**config.mk**
```make
export PLATFORM = sky130hd
export DESIGN_NAME = glb_strm_fabric_endpoint
export DESIGN_NICKNAME = d
export VERILOG_FILES = /design/src/rtl/glb_strm_fabric_endpoint.sv
export SDC_FILE = /design/constraint.sdc
export NUM_CORES = 1
export LEC_CHECK = 0
export ABC_AREA = 1
export CAP_MARGIN = 10
export CELL_PAD_IN_SITES_DETAIL_PLACEMENT = 1
export CELL_PAD_IN_SITES_GLOBAL_PLACEMENT = 2
export CORE_ASPECT_RATIO = 0.5
export CORE_MARGIN = 2
export CORE_UTILIZATION = 36
export DETAILED_ROUTE_END_ITERATION = 12
export GPL_TIMING_DRIVEN = 0
export HOLD_SLACK_MARGIN = 0.1
export PLACE_DENSITY_LB_ADDON = 0.25
export SLEW_MARGIN = 20
export SYNTH_ARGS = -nofsm -noshare
export SYNTH_HDL_FRONTEND = slang
export SYNTH_SLANG_ARGS = --single-unit
```
**constraint.sdc**
```tcl
create_clock -name clk -period 4 [get_ports clk]
set_input_delay 0.4 -clock clk [delete_from_list [all_inputs] [get_ports clk]]
set_output_delay 0.4 -clock clk [all_outputs]
set_load 0.03 [all_outputs]
```
**src/rtl/glb_strm_fabric_endpoint.sv**
```systemverilog
// -----------------------------------------------------------------------------
// glb_strm_fabric_endpoint
// Fabric-side end of the GLB streaming link. Each g2f lane word has a constant
// added to it and is buffered in a per-lane first-word-fall-through FIFO. It is
// then returned on the matching f2g lane at a programmable rate. strm_done_pulse
// fires once every lane has returned cfg_num_words words.
//
// Ports
//   clk, reset        clock, synchronous active-high reset
//   strm_start_pulse  one-cycle start, samples cfg_* (ignored unless idle)
//   cfg_num_words     words per lane per stream
//   cfg_add_const     constant added (mod 2^DW) to every g2f word
//   cfg_issue_gap     idle cycles between f2g words on a lane
//   data_g2f          per-lane data from GLB
//   data_valid_g2f    per-lane valid from GLB
//   data_f2g          per-lane registered data to GLB (holds when not valid)
//   data_valid_f2g    per-lane registered valid to GLB
//   overflow          sticky per-lane drop flag
//   busy              stream active
//   strm_done_pulse   one-cycle stream-complete pulse
// -----------------------------------------------------------------------------
module glb_strm_fabric_endpoint #(
    parameter int CGRA_PER_GLB    = 4,
    parameter int CGRA_DATA_WIDTH = 16,
    parameter int FIFO_DEPTH      = 4,
    parameter int CNT_WIDTH       = 16
) (
    input  logic                                          clk,
    input  logic                                          reset,
    input  logic                                          strm_start_pulse,
    input  logic [CNT_WIDTH-1:0]                          cfg_num_words,
    input  logic [CGRA_DATA_WIDTH-1:0]                    cfg_add_const,
    input  logic [3:0]                                    cfg_issue_gap,
    input  logic [CGRA_PER_GLB-1:0][CGRA_DATA_WIDTH-1:0]  data_g2f,
    input  logic [CGRA_PER_GLB-1:0]                       data_valid_g2f,
    output logic [CGRA_PER_GLB-1:0][CGRA_DATA_WIDTH-1:0]  data_f2g,
    output logic [CGRA_PER_GLB-1:0]                       data_valid_f2g,
    output logic [CGRA_PER_GLB-1:0]                       overflow,
    output logic                                          busy,
    output logic                                          strm_done_pulse
);

    localparam int AW = $clog2(FIFO_DEPTH);

    typedef enum logic [1:0] {ST_IDLE, ST_ACTIVE, ST_DONE} state_t;

    state_t                      state, state_nxt;
    logic [CNT_WIDTH-1:0]        num_words_q;
    logic [CGRA_DATA_WIDTH-1:0]  add_const_q;
    logic [3:0]                  issue_gap_q;
    logic [CGRA_PER_GLB-1:0]     lane_done;
    logic                        start_acc;
    logic                        active;

    assign start_acc = (state == ST_IDLE) && strm_start_pulse;
    assign active    = (state == ST_ACTIVE);

    // ---------------- FSM: state register ----------------
    // NOTE: sequential state uses non-blocking (<=) so every flop samples pre-edge values.
    always_ff @(posedge clk) begin
        if (reset) state <= ST_IDLE;
        else       state <= state_nxt;
    end

    // ---------------- FSM: next state ----------------
    // NOTE: default assignment first, so no path leaves state_nxt unassigned (no latch).
    always_comb begin
        state_nxt = state;
        unique case (state)
            ST_IDLE:   if (strm_start_pulse) state_nxt = ST_ACTIVE;
            ST_ACTIVE: if (&lane_done)       state_nxt = ST_DONE;
            ST_DONE:                         state_nxt = ST_IDLE;
            default:                         state_nxt = ST_IDLE;
        endcase
    end

    // ---------------- FSM: outputs ----------------
    always_comb begin
        busy            = (state == ST_ACTIVE);
        strm_done_pulse = (state == ST_DONE);
    end

    // Configuration is captured only on an accepted start.
    always_ff @(posedge clk) begin
        if (reset) begin
            num_words_q <= '0;
            add_const_q <= '0;
            issue_gap_q <= '0;
        end else if (start_acc) begin
            num_words_q <= cfg_num_words;
            add_const_q <= cfg_add_const;
            issue_gap_q <= cfg_issue_gap;
        end
    end

    // ---------------- Per-lane datapath ----------------
    for (genvar i = 0; i < CGRA_PER_GLB; i++) begin : g_lane
        logic [CGRA_DATA_WIDTH-1:0] mem [FIFO_DEPTH];
        logic [AW-1:0]              wr_ptr, rd_ptr;
        logic [AW:0]                count;
        logic [CNT_WIDTH-1:0]       in_cnt, out_cnt;
        logic [3:0]                 gap_cnt;
        logic [CGRA_DATA_WIDTH-1:0] push_data, head, f2g_q;
        logic                       empty, full, push_req, push, pop, bypass;
        logic                       wr_en, rd_en, valid_q, ovf_q;

        assign empty     = (count == '0);
        assign full      = (count == (AW+1)'(FIFO_DEPTH));
        assign push_data = data_g2f[i] + add_const_q;

        // Word is wanted if the lane has not yet taken num_words words.
        assign push_req = active && data_valid_g2f[i] && (in_cnt < num_words_q);
        // Fall-through: an incoming word into an empty FIFO may leave the same cycle.
        // An empty FIFO is never full, so pop does not depend on push there (no loop).
        assign pop      = (gap_cnt == 4'd0) && (!empty || push_req);
        assign push     = push_req && (!full || pop);
        assign bypass   = empty && pop;
        assign head     = empty ? push_data : mem[rd_ptr];
        assign wr_en    = push && !bypass;
        assign rd_en    = pop && !empty;

        // NOTE: buffer storage has no reset; only pointers/count define its contents.
        always_ff @(posedge clk) begin
            if (wr_en) mem[wr_ptr] <= push_data;
        end

        always_ff @(posedge clk) begin
            if (reset || start_acc) begin
                wr_ptr  <= '0;
                rd_ptr  <= '0;
                count   <= '0;
                in_cnt  <= '0;
                out_cnt <= '0;
                gap_cnt <= '0;
            end else begin
                if (wr_en) wr_ptr <= wr_ptr + AW'(1);
                if (rd_en) rd_ptr <= rd_ptr + AW'(1);
                unique case ({wr_en, rd_en})
                    2'b10:   count <= count + (AW+1)'(1);
                    2'b01:   count <= count - (AW+1)'(1);
                    default: count <= count;
                endcase
                if (push) in_cnt  <= in_cnt + CNT_WIDTH'(1);
                if (pop)  out_cnt <= out_cnt + CNT_WIDTH'(1);
                if (pop)                  gap_cnt <= issue_gap_q;
                else if (gap_cnt != 4'd0) gap_cnt <= gap_cnt - 4'd1;
            end
        end

        always_ff @(posedge clk) begin
            if (reset) begin
                f2g_q   <= '0;
                valid_q <= 1'b0;
            end else begin
                valid_q <= pop;
                if (pop) f2g_q <= head;
            end
        end

        // Drop happens on a wanted-but-unaccepted word or a word past the count.
        always_ff @(posedge clk) begin
            if (reset || start_acc)                     ovf_q <= 1'b0;
            else if (active && data_valid_g2f[i] && !push) ovf_q <= 1'b1;
        end

        assign data_f2g[i]       = f2g_q;
        assign data_valid_f2g[i] = valid_q;
        assign overflow[i]       = ovf_q;
        assign lane_done[i]      = (out_cnt == num_words_q);
    end

endmodule
```
Yosys cells after proc, flatten, opt, wreduce, memory -nomap -nowiden. Memory sizes are Yosys's and may differ from the RTL's. A register that Yosys moved wholly into a read port is not among the register bits. Cells that the tools add are included.

Register bits after elaboration: 282. Bits in writable memories: 256. Input bits: 107. Word-level logic and storage cells: 216. Memories kept: 4.

$add $sub $neg: 32. Magnitude comparators: 4. Eq/ne operators: 20. Muxes and demuxes: 35. Reduce and logical (&&, ||, !) cells: 81.

Memory list: g_lane[0].mem (depth 4, width 16, read ports 1, clocked after memory_dff 1, wr ports 1, line 98) `logic [CGRA_DATA_WIDTH-1:0] mem [FIFO_DEPTH];`; g_lane[1].mem (depth 4, width 16, read ports 1, clocked after memory_dff 1, wr ports 1, line 98); g_lane[2].mem (depth 4, width 16, read ports 1, clocked after memory_dff 1, wr ports 1, line 98); g_lane[3].mem (depth 4, width 16, read ports 1, clocked after memory_dff 1, wr ports 1, line 98).

Operator list (number): adder 16 x 1 -> 16 bit (second input constant) (8); adder 16 bit (4); equality test 16 bit (4); less-than comparator 16 bit (4); two-way mux 16 bit (4); logical AND 1 bit (33); two-way mux 4 bit (8); one-hot mux 3 bit (2 select lines) (4); two-way mux 2 bit (10); adder 2 x 1 -> 2 bit (second input constant) (8); logical NOT 1 bit (16); logical NOT 4 bit (4); nonzero test 2 bit (8); nonzero test 4 bit (4); subtractor 4 x 1 -> 4 bit (second input constant) (4); adder 3 x 1 -> 3 bit (second input constant) (4); equality test 3 bit (second input constant) (4); logical NOT 3 bit (4); subtractor 3 x 1 -> 3 bit (second input constant) (4); equality test 2 x 1 -> 1 bit (second input constant) (5); equality test 2 bit (second input constant) (5); logical OR 1 bit (9); two-way mux 1 bit (8); one-hot mux 2 bit (2 select lines) (1); 5 further kinds (5).

Logic depth before layout (Yosys ltp).
Depth after elaboration: 10. Mapped depth: 20. Depth with buffers taken out: 19.

Least setup slack after synthesis. Ideal clock, no wire load.

Kind: register -> register. From: register num_words_q[13]. To: memory g_lane[3].mem[0][0], enable pin. Library setup time: 0.389 ns. Data arrival time: 2.609 ns. Required time: 3.611 ns. Slack: 1.002 ns. Cell stages (with the launch flop): 13. Clock period less this slack: 2.998 ns. Path through: dfxtp_1 -> clkbuf_1 -> inv_1 -> ha_1 -> nand2_1 -> inv_1 -> o21ai_0 -> nand3_2 -> nor2_4 -> nand3_4 -> inv_2 -> nand2_1 -> nor2_1.

Word-level cells in the longest chain between the ends: 9. Elaborated cells on any way between the ends: 11.

Ends and longest elaborated chain: start, declared (line 48) `logic [CNT_WIDTH-1:0] num_words_q;`; start signal, assigned (line 90) `num_words_q <= cfg_num_words;`; less-than comparator 16 bit * (line 112) `assign push_req = active && data_valid_g2f[i] && (in_cnt < num_words_q);`; logical AND 1 bit * (line 112); logical OR 1 bit (line 115) `assign pop = (gap_cnt == 4'd0) && (!empty || push_req);`; logical AND 1 bit (line 115); logical OR 1 bit or logical AND 1 bit (tied branches) (line 116, 117); logical AND 1 bit or logical NOT 1 bit (tied branches) (line 116, 119); logical AND 1 bit * (line 119) `assign wr_en = push && !bypass;`; two-way mux 1 bit * (line 124) `if (wr_en) mem[wr_ptr] <= push_data;`; two-way mux 1 bit (implied by the code) * (line 124); end, declared (line 98).

Every way passes the cells marked *; elsewhere a longest branch is shown, timed or not.

Worst setup path in the final report.
From: register num_words_q[6]. To: register g_lane[1].count[2].

Word-level cells in the longest chain between the ends: 9. Elaborated cells on any way between the ends: 14.

Ends and longest elaborated chain: less-than comparator 16 bit * (line 112); logical AND 1 bit * (line 112); logical OR 1 bit (line 115); logical AND 1 bit (line 115); logical OR 1 bit or logical AND 1 bit (tied branches) (line 116, 117); logical AND 1 bit or logical NOT 1 bit (tied branches) (line 116, 119); logical AND 1 bit (line 119); equality test 2 x 1 -> 1 bit or equality test 2 bit (tied branches) (line 138) `unique case ({wr_en, rd_en})`; one-hot mux 3 bit (2 select lines) or nonzero test 2 bit (tied branches); end signal, assigned (line 139) `2'b10: count <= count + (AW+1)'(1);`; end signal, assigned (line 140) `2'b01: count <= count - (AW+1)'(1);`; end signal, assigned (line 141) `default: count <= count;`; end, declared (line 100) `logic [AW:0] count;`.

Marked as above. A chain may end at the register's enable or synchronous reset.

==> impl_metrics.env <==
export IMPL_status="completed"
export IMPL_report_final_slew_viol_count=0
export IMPL_vdd_drop_max_v=0.000295
export IMPL_path_max_fanout=9
export IMPL_routed_via_density=5.16
export IMPL_path_clk_slew_ns=0.07
export IMPL_cts_sinks=546
export IMPL_antenna_left=0
export IMPL_end_kind="register"
export IMPL_clockBufferDepth=3
export IMPL_yosysSeqAreaShare=0.452
export IMPL_worst_setup_path_type="reg -> reg"
export IMPL_grt_pass1_wl_mm=167
export IMPL_setup_violations=0
export IMPL_async_flop_share=0
export IMPL_io_pins=181
export IMPL_fin_nets=4302
export IMPL_row_count=74
export IMPL_start_util=0.365
export IMPL_synth_main_ff_cell="dfxtp_1"
export IMPL_ys_seq_elements=546
export IMPL_portBuffers=180
export IMPL_p_int_mw=11.5
export IMPL_maxCapViolCount=0
export IMPL_tns_ns=0
export IMPL_total_power_mw=17.9
export IMPL_skew_ns=0.0125
export IMPL_grt_overflow=0
export IMPL_clock_fmax_mhz=263
export IMPL_synth_cells=3769
export IMPL_relSlewSlack=0.230
export IMPL_clkPwrFrac=0.325
export IMPL_antenna_found_initial=4
export IMPL_powerDensity_mw_per_mm2=506
export IMPL_fill_cells=9906
export IMPL_crit_required_ns=4.50
export IMPL_die_height_um=208
export IMPL_period_minus_slack_ns=3.81
export IMPL_cts_tree="yes"
export IMPL_die_area_mm2=0.0854
export IMPL_fin_util=0.433
export IMPL_top_layer="met5"
export IMPL_wl_met2_mm=50.5
export IMPL_drcViolationCount=0
export IMPL_hold_buffers=0
export IMPL_wirelength_mm=112
export IMPL_holdCritPathClass="in -> reg"
export IMPL_met1_length_mm=51.8
export IMPL_placedInstanceArea_mm2=0.0333
export IMPL_gp_congestion=0.968
export IMPL_grt_max_degree=16
export IMPL_firstDrtPassIters=5
export IMPL_numCtsBuffers=54
export IMPL_synth_cell_types=42
export IMPL_leakagePower_nw=13.9
export IMPL_worst_pin_slew_ns=1.15
export IMPL_grt_pass1_vias=27000
export IMPL_drt_iter0_drc=1746
export IMPL_period_share=0.952
export IMPL_start_kind="register"
export IMPL_fin_area_mm2=0.0354
export IMPL_power_share_switching=0.357
export IMPL_grt_use_total=0.258
export IMPL_syn_cell_area_mm2=0.0299
export IMPL_synth_edff_count=256
export IMPL_rsz0062_at_grt="true"
export IMPL_core_mm2=0.0818
export IMPL_wl_per_cell_um=21.5
export IMPL_avgSynthCellArea_um2=7.92
export IMPL_dp_hpwl_mm=84.0
export IMPL_critPathArrivalTime_ns=4.31
export IMPL_root_buffer="clkbuf_16"
export IMPL_cts_htree_levels=2
export IMPL_area_growth_pct=18.7
export IMPL_yosysWarningCount=0
export IMPL_insertion_delay_ns=0.62
export IMPL_wl_met3_mm=5.85
export IMPL_switchingPower_mw=6.41
export IMPL_fp_dieW_um=411
export IMPL_hold_violations=0
export IMPL_multiInputGateArea_mm2=0.0143
export IMPL_combPwrFrac=0.298
export IMPL_drive_gt1_frac=0.0601
export IMPL_ff_latch_area_mm2=0.0135
export IMPL_vias=26700
export IMPL_synth_nets=4040
export IMPL_seq_power_share=0.377
## flip-flops by register name (all words and copies together) (netlist names), 4 cells and up, named ones only
| register | cells |
|---|---|
| g_lane.out_cnt | 64 |
| g_lane.gap_cnt | 16 |
| g_lane.rd_ptr | 8 |
| g_lane.count | 12 |
| g_lane.in_cnt | 64 |
| g_lane.f2g_q | 64 |
| issue_gap_q | 4 |
| g_lane.wr_ptr | 8 |
| g_lane.ovf_q | 4 |
| num_words_q | 16 |
| g_lane.valid_q | 4 |
| add_const_q | 16 |
| g_lane.mem | 256 |
## worst max-delay path, cell delays in order, from the launching register on
cell and delay [ns]:
dfxtp_1 0.32, clkbuf_1 0.29, inv_1 0.34, ha_1 0.39
nand2_1 0.06, o21a_1 0.18, nand2_1 0.11, nand2_1 0.14
nand3_2 0.23, inv_2 0.16, nand2_1 0.31, ha_1 0.20
inv_1 0.07, fa_1 0.38, a21oi_1 0.15, o21ai_0 0.12
o21ai_0 0.17, a21oi_1 0.06
## kinds of logic after synthesis
kind of cell	Yosys count	synth area share
simple gates	1808	0.257
compound gates	558	0.0990
flops	546	0.452
buf+inv	521	0.0712
xor+xnor	172	0.0505
fa+ha+maj	164	0.0707
## area by class of cell
class / instances / area share
sequential: 546 / 0.381
clock buffer: 74 / 0.0439
buffer: 147 / 0.0206
tap: 1102 / 0.0389
antenna: 1 / 0.0000706
multi-input combinational: 2702 / 0.403
clock inverter: 28 / 0.0121
inverter: 369 / 0.0398
timing repair buffer: 211 / 0.0612
## stage by stage
step	hold slack, ns	std cells	worst slack [ns]
2_1_floorplan	0.414	3769	1.00
3_3_place_gp	0.431	5051	-0.436
3_5_place_dp	0.438	5068	0.127
4_1_cts	0.349	5170	0.0851
5_1_grt	0.375	5179	-0.0561
6_report	0.382	5180	0.194
## final timing paths
check,to,slack (ns),depth (start not counted),startpoint
hold reg to reg,g_lane[2].ovf_q,0.45,2,g_lane[2].ovf_q
setup / recovery,g_lane[1].count[2],0.19,17,num_words_q[6]
hold / removal,issue_gap_q[0],0.38,3,cfg_issue_gap[0]
setup reg to reg,g_lane[1].count[2],0.19,17,num_words_q[6]
## synth_stat cells, types with 7 or more instances
cell | instances | area (µm²)
a21oi_1 | 279 | 1400
nor3_1 | 48 | 240
nand2_1 | 958 | 3600
o22ai_1 | 56 | 350
xnor2_1 | 82 | 718
dfxtp_1 | 290 | 5810
buf_2 | 18 | 90.1
inv_1 | 358 | 1340
ha_1 | 156 | 1950
clkbuf_1 | 102 | 383
nand3_1 | 308 | 1540
nand3b_1 | 10 | 75.1
xor2_1 | 90 | 788
nor2_1 | 363 | 1360
nand4_1 | 44 | 275
nand2_2 | 7 | 43.8
or2_2 | 9 | 56.3
buf_4 | 17 | 128
fa_1 | 8 | 160
o21ai_0 | 201 | 1010
inv_2 | 7 | 26.3
buf_6 | 11 | 124
edfxtp_1 | 256 | 7690
and2_1 | 25 | 156
nor4_1 | 15 | 93.8
## layer usage
layer  vias up  track usage
li1      13000            -
met1     13000        0.355
met2       547        0.416
met3       153       0.0410
met4         4       0.0757
met5         -            0
## power by group through the flow
stage	clock (mW)	combinational (mW)	sequential [mW]
after global placement	0	5.21	6.86
final	5.83	5.35	6.77
after global routing	6.14	5.92	6.80
after CTS	5.92	5.37	6.75
after floorplan	0	3.04	7.04
after detailed placement	0	5.35	6.87
## placed cells by master (no fill, tap or decap), drive strengths merged, types with 56 or more instances in the layout
master	instances
a21oi	284
dfxtp	290
clkbuf	171
o22ai	56
clkdlybuf4s50	180
edfxtp	256
xor2	90
xnor2	82
buf	81
nand2	971
o21ai	201
ha	156
nor2	372
inv	361
nand3	312
## repair_timing
item                                   4_1_cts  5_1_grt
setup endpoints to repair                    0       27
endpoints found under the hold margin        0        0
buffers inserted                             0       14
resized for setup                            0        7
Note: power is estimated with default switching activity, not from simulation.
